## config.mk

```make
export PLATFORM = sky130hd
export DESIGN_NAME = mant_mul_seq
export DESIGN_NICKNAME = d
export VERILOG_FILES = /design/src/rtl/mant_mul_seq.sv
export SDC_FILE = /design/constraint.sdc
export NUM_CORES = 1
export LEC_CHECK = 0
export BUFFER_PORTS_ARGS = -buffer_cell sky130_fd_sc_hd__buf_2
export CORE_MARGIN = 8
export CORE_UTILIZATION = 25
export CTS_BUF_LIST = sky130_fd_sc_hd__clkbuf_4 sky130_fd_sc_hd__clkbuf_8
export DETAILED_ROUTE_END_ITERATION = 7
export HOLD_SLACK_MARGIN = 0.15
export SKIP_LAST_GASP = 1
export SLEW_MARGIN = 20
export SYNTH_ARGS = -nofsm -noshare
export SYNTH_HDL_FRONTEND = slang
export SYNTH_SLANG_ARGS = --single-unit
```

## constraint.sdc

```tcl
create_clock -name CLK -period 3.5 [get_ports CLK]
set_clock_uncertainty 0.1 [all_clocks]
set_input_delay 0.7 -clock CLK [delete_from_list [all_inputs] [get_ports CLK]]
set_output_delay 0.7 -clock CLK [all_outputs]
set_load 0.05 [all_outputs]
```

## src/rtl/mant_mul_seq.sv

```systemverilog
// mant_mul_seq: sequential 24x24 significand multiplier for an IEEE-754
// single-precision multiply front end. Operands are unpacked at acceptance,
// the exponent sum, sign and special-case flags are latched, and the
// significand product is accumulated by shift-add over the multiplier.
//
// Build option: define MUL_RADIX4_EN to retire two multiplier bits per CALC
// cycle (12 cycles) instead of one (24 cycles). P is identical in both builds.

module mant_mul_seq #(
    parameter int BIAS = 127
) (
    input  logic        CLK,
    input  logic        RST,
    input  logic [31:0] A,
    input  logic [31:0] B,
    input  logic        in_valid,
    output logic        in_ready,
    output logic [47:0] P,
    output logic [9:0]  Ez_add,
    output logic        sign_z,
    output logic        is_zero,
    output logic        is_inf,
    output logic        is_nan,
    output logic        out_valid,
    input  logic        out_ready
);

`ifdef MUL_RADIX4_EN
    localparam int STEPS = 12;
    localparam int SHIFT = 2;
`else
    localparam int STEPS = 24;
    localparam int SHIFT = 1;
`endif

    localparam logic [4:0] LAST_ITER = 5'(STEPS - 1);
    localparam logic [9:0] BIAS_W    = 10'(BIAS);

    typedef enum logic [1:0] {
        IDLE = 2'd0,
        CALC = 2'd1,
        DONE = 2'd2
    } state_t;

    state_t state, state_nxt;

    logic [47:0] mcand;     // multiplicand, shifted left as bits are retired
    logic [23:0] mplier;    // multiplier, shifted right as bits are retired
    logic [4:0]  iter;      // CALC steps completed so far
    logic [47:0] step_add;  // partial product added this CALC cycle

    // Field extraction of both operands.
    logic        sa, sb;
    logic [7:0]  ea, eb;
    logic [22:0] ma, mb;

    assign {sa, ea, ma} = A;
    assign {sb, eb, mb} = B;

    // Denormals and zero use an implicit 0 and an effective exponent of 1.
    logic [23:0] sig_a, sig_b;
    logic [7:0]  exp_a, exp_b;

    assign sig_a = {(ea != 8'd0), ma};
    assign sig_b = {(eb != 8'd0), mb};
    assign exp_a = (ea == 8'd0) ? 8'd1 : ea;
    assign exp_b = (eb == 8'd0) ? 8'd1 : eb;

    // Operand classification.
    logic zero_a, zero_b, inf_a, inf_b, nan_a, nan_b;
    logic nan_in, inf_in, zero_in;

    assign zero_a = (ea == 8'd0)   && (ma == 23'd0);
    assign zero_b = (eb == 8'd0)   && (mb == 23'd0);
    assign inf_a  = (ea == 8'hFF) && (ma == 23'd0);
    assign inf_b  = (eb == 8'hFF) && (mb == 23'd0);
    assign nan_a  = (ea == 8'hFF) && (ma != 23'd0);
    assign nan_b  = (eb == 8'hFF) && (mb != 23'd0);

    assign nan_in  = nan_a || nan_b || (inf_a && zero_b) || (zero_a && inf_b);
    assign inf_in  = (inf_a || inf_b) && !nan_in;
    assign zero_in = (zero_a || zero_b) && !nan_in;

    assign in_ready  = (state == IDLE);
    assign out_valid = (state == DONE);

    // Partial product for the multiplier bit(s) retired this cycle.
    always_comb begin
        // NOTE: every signal driven here gets a default first so no path leaves it unassigned (which would infer a latch).
        step_add = 48'd0;
        if (mplier[0]) step_add = mcand;
`ifdef MUL_RADIX4_EN
        if (mplier[1]) step_add = step_add + (mcand << 1);
`endif
    end

    // Next-state logic for the IDLE -> CALC -> DONE handshake sequence.
    always_comb begin
        state_nxt = state;
        case (state)
            IDLE:    if (in_valid)          state_nxt = CALC;
            CALC:    if (iter == LAST_ITER) state_nxt = DONE;
            DONE:    if (out_ready)         state_nxt = IDLE;
            default:                        state_nxt = IDLE;
        endcase
    end

    // State register; reset abandons any in-flight operation.
    always_ff @(posedge CLK or negedge RST) begin
        // NOTE: sequential state uses non-blocking assignments so every register samples pre-edge values.
        if (!RST) state <= IDLE;
        else      state <= state_nxt;
    end

    // Datapath: latch operands at acceptance, shift-add during CALC, hold in DONE.
    always_ff @(posedge CLK or negedge RST) begin
        if (!RST) begin
            mcand   <= 48'd0;
            mplier  <= 24'd0;
            iter    <= 5'd0;
            P       <= 48'd0;
            Ez_add  <= 10'd0;
            sign_z  <= 1'b0;
            is_zero <= 1'b0;
            is_inf  <= 1'b0;
            is_nan  <= 1'b0;
        end else begin
            case (state)
                IDLE: begin
                    if (in_valid) begin
                        mcand   <= {24'd0, sig_a};
                        mplier  <= sig_b;
                        iter    <= 5'd0;
                        P       <= 48'd0;
                        Ez_add  <= {2'b00, exp_a} + {2'b00, exp_b} - BIAS_W;
                        sign_z  <= sa ^ sb;
                        is_zero <= zero_in;
                        is_inf  <= inf_in;
                        is_nan  <= nan_in;
                    end
                end
                CALC: begin
                    P      <= P + step_add;
                    mcand  <= mcand << SHIFT;
                    mplier <= mplier >> SHIFT;
                    iter   <= iter + 5'd1;
                end
                default: ;
            endcase
        end
    end

endmodule

```

==> metrics.yaml <==
post-route-min-period_ns: 3.28
r2r-start: "mplier[0]"
syn_nets: 1262
overflow: 0
top_layer: "met5"
status: "finished, final reports clean"
cts.path.max_buffers: 2
drv_slew: 0
synth_ff_type: "dfrtp_1"
crit_arrival_ns: 3.53
grt_pass1_wl_um: 46900
synth-edff-count: 0
gp_congestion: 0.945
grt_pass1_vias: 8617
ys_types: 65
hold_violations: 0
cp_max_fo: 27
clk_pin_slew_ns: 0.09
post-cts-setup-buffers: 0
layout-drive-gt1-share: 0.162
fin_nets: 1348
coreArea_um2: 36500
yosys_warnings: 0
drt_iter0_drc: 563
required_ns: 3.75
hp-class: "reg -> reg"
fmax_mhz: 305
crit_path_max_incr_delay_ns: 0.48
firstDrtPassIters: 5
cp_num_buf_inv: 1
antenna_found_initial: 4
synth.avg_cell_area_um2: 8.20
rsz0062_at_grt: "no"
multi_input_area_um2: 5330
yosysSeqAreaShare: 0.381
start_kind: "register"
cts_resized: 0
slew_headroom: 0.400
fill_cells: 3862
dieArea_um2: 43400
hold_end: "Ez_add[7]"
start_util: 0.253
wl_met1_um: 13600
final-setup-viol-count: 0
ff2ff_path_depth: 11
die_h_um: 208
met3_length_um: 1490
clock_latency_ns: 0.48
path_cells: "buf_4 -> and2_1 -> ha_1 -> nand2_1 -> nor3_1 -> o2111ai_1 -> a31oi_1 -> nor2_1 -> o31ai_1 -> xnor2_1 -> o21ai_0"
drv_cap: 0
io-pin-count: 132
syn_inst: 1129
ys_ff_latch: 141
vias: 8536
hp-start: "Ez_add[7]"
cts-hold-fix-buffers: 1
area_growth_pct: 16.2
worst_path_max_delay_cell: "o31ai_1"
cts_root_buffer: "clkbuf_8"
viasPerCell: 5.03
reg2reg_slack_ns: 0.22
numCtsBuffers: 17
grt_usage: 0.132
die_w_um: 208
fin_crit_sh: 0.937
wl_per_cell_um: 16.7
async_reset_ff_frac: 1.00
port_buffers: 131
route.detailed.drc: 0
ant_nets: 0
end_kind: "register"
grt_max_degree: 81
worst_pin_slew_ns: 0.900
dp_hpwl_um: 21200
cts_tree: "built"
row_count: 70
routed_wl_um: 28400
worstReg2RegEnd: "P[33]"
clock-sinks: 141
syn_area_um2: 9260
hold_depth: 2
crit_family: "compound AO/OA/AOI/OAI gates"
htreeDepth: 4
diodes: 0
tns_ns: 0
critPathKind: "reg -> reg"
wl_met2_um: 12800
register_area_um2: 3530
## state kept, by name, indices dropped and copies added (netlist names)
signal and cells:
P 48, mcand 48, mplier 24, Ez_add 10, iter 5, state 2, is_inf 1, is_nan 1
is_zero 1, sign_z 1
## synthesized netlist by cell type, drive strengths merged (18+ instances only)
cell type	number	area [µm²]
nand2	144	541
dfrtp	141	3530
nor2	137	514
o21ai	115	576
ha	63	788
a21oi	61	313
clkbuf	56	211
and2	53	332
o22ai	45	282
nand3	35	175
nand4	31	194
buf	27	135
xnor2	25	219
a21o	22	165
xor2	22	193
inv	18	67.6
## how the worst max path moves through the flow
| stage | cells after the start | start | endpoint | slack, ns |
|---|---|---|---|---|
| 2_1_floorplan | 12 | mplier[0] | P[46] | 0.50 |
| 3_3_place_gp | 11 | mplier[0] | P[46] | 0.23 |
| 4_1_cts | 11 | mplier[0] | P[46] | 0.22 |
| 3_5_place_dp | 11 | mplier[0] | P[46] | 0.25 |
| 6_report | 11 | mplier[0] | P[33] | 0.22 |
| 5_1_grt | 11 | mplier[0] | P[29] | 0.06 |
## cells by family (layout without fill, tap and decap cells)
family	after synthesis	in the layout	synth area share
XOR/XNOR	47	47	0.0445
buffers and inverters	101	200	0.0447
AO/OA/AOI/OAI	314	314	0.208
AND/OR/NAND/NOR	459	459	0.230
flip-flops	141	141	0.381
multiplexers	2	2	0.00216
adder cells (fa/ha/maj)	65	65	0.0895
## worst min-delay path, cell delays in order (launching register included)
cell and delay [ns]:
dfrtp_1 0.35, nand2_1 0.04, o21ai_0 0.06
## placed cells by master (no fill, tap or decap), types with 3 or more instances in the layout
cell,instances
buf_2,130
nand2b_1,5
or3_1,4
o21ai_1,8
a21oi_1,59
nor3_1,17
o21ai_0,107
ha_1,63
o22ai_1,45
and2_1,53
a211oi_1,6
xnor2_1,25
clkbuf_8,18
clkinv_4,4
a21o_1,22
nor2b_1,5
nor4_1,14
o21bai_1,9
bufinv_16,3
clkinvlp_4,3
a31oi_1,8
o31ai_1,5
dfrtp_1,141
inv_6,4
buf_4,17
nor2_1,136
o21a_1,5
inv_1,18
nand3_1,35
xor2_1,22
o211ai_1,9
nand2_1,143
a31o_2,3
nand4_1,31
## metrics by stage
step / hold slack (ns) / utilization / instance area [µm²] / std cells / worst slack (ns)
floorplan: 0.304 / - / 9260 / 1129 / 0.496
detailed placement: 0.367 / 0.283 / 10300 / 1663 / 0.250
global route: 0.372 / 0.295 / 10800 / 1696 / 0.0584
finish: 0.382 / 0.295 / 10800 / 1696 / 0.220
global placement: 0.360 / 0.283 / 10300 / 1663 / 0.233
CTS: 0.360 / 0.295 / 10800 / 1696 / 0.217
## layout make-up
class | count | area share
multi-input combinational | 887 | 0.495
sequential | 141 | 0.328
timing repair buffer | 150 | 0.0762
tap | 468 | 0.0544
clock buffer | 18 | 0.0230
clock inverter | 14 | 0.0170
inverter | 18 | 0.00628
## routing by layer
| metal | vias to the layer above | GRT usage |
|---|---|---|
| met4 | 8 | 0.0345 |
| met1 | 4048 | 0.179 |
| met5 | - | 0 |
| met2 | 254 | 0.208 |
| li1 | 4186 | - |
| met3 | 40 | 0.0317 |
Power is left out: the tool's default activity adds up to more than one toggle a clock period on the data nets, which glitch-free logic cannot reach.
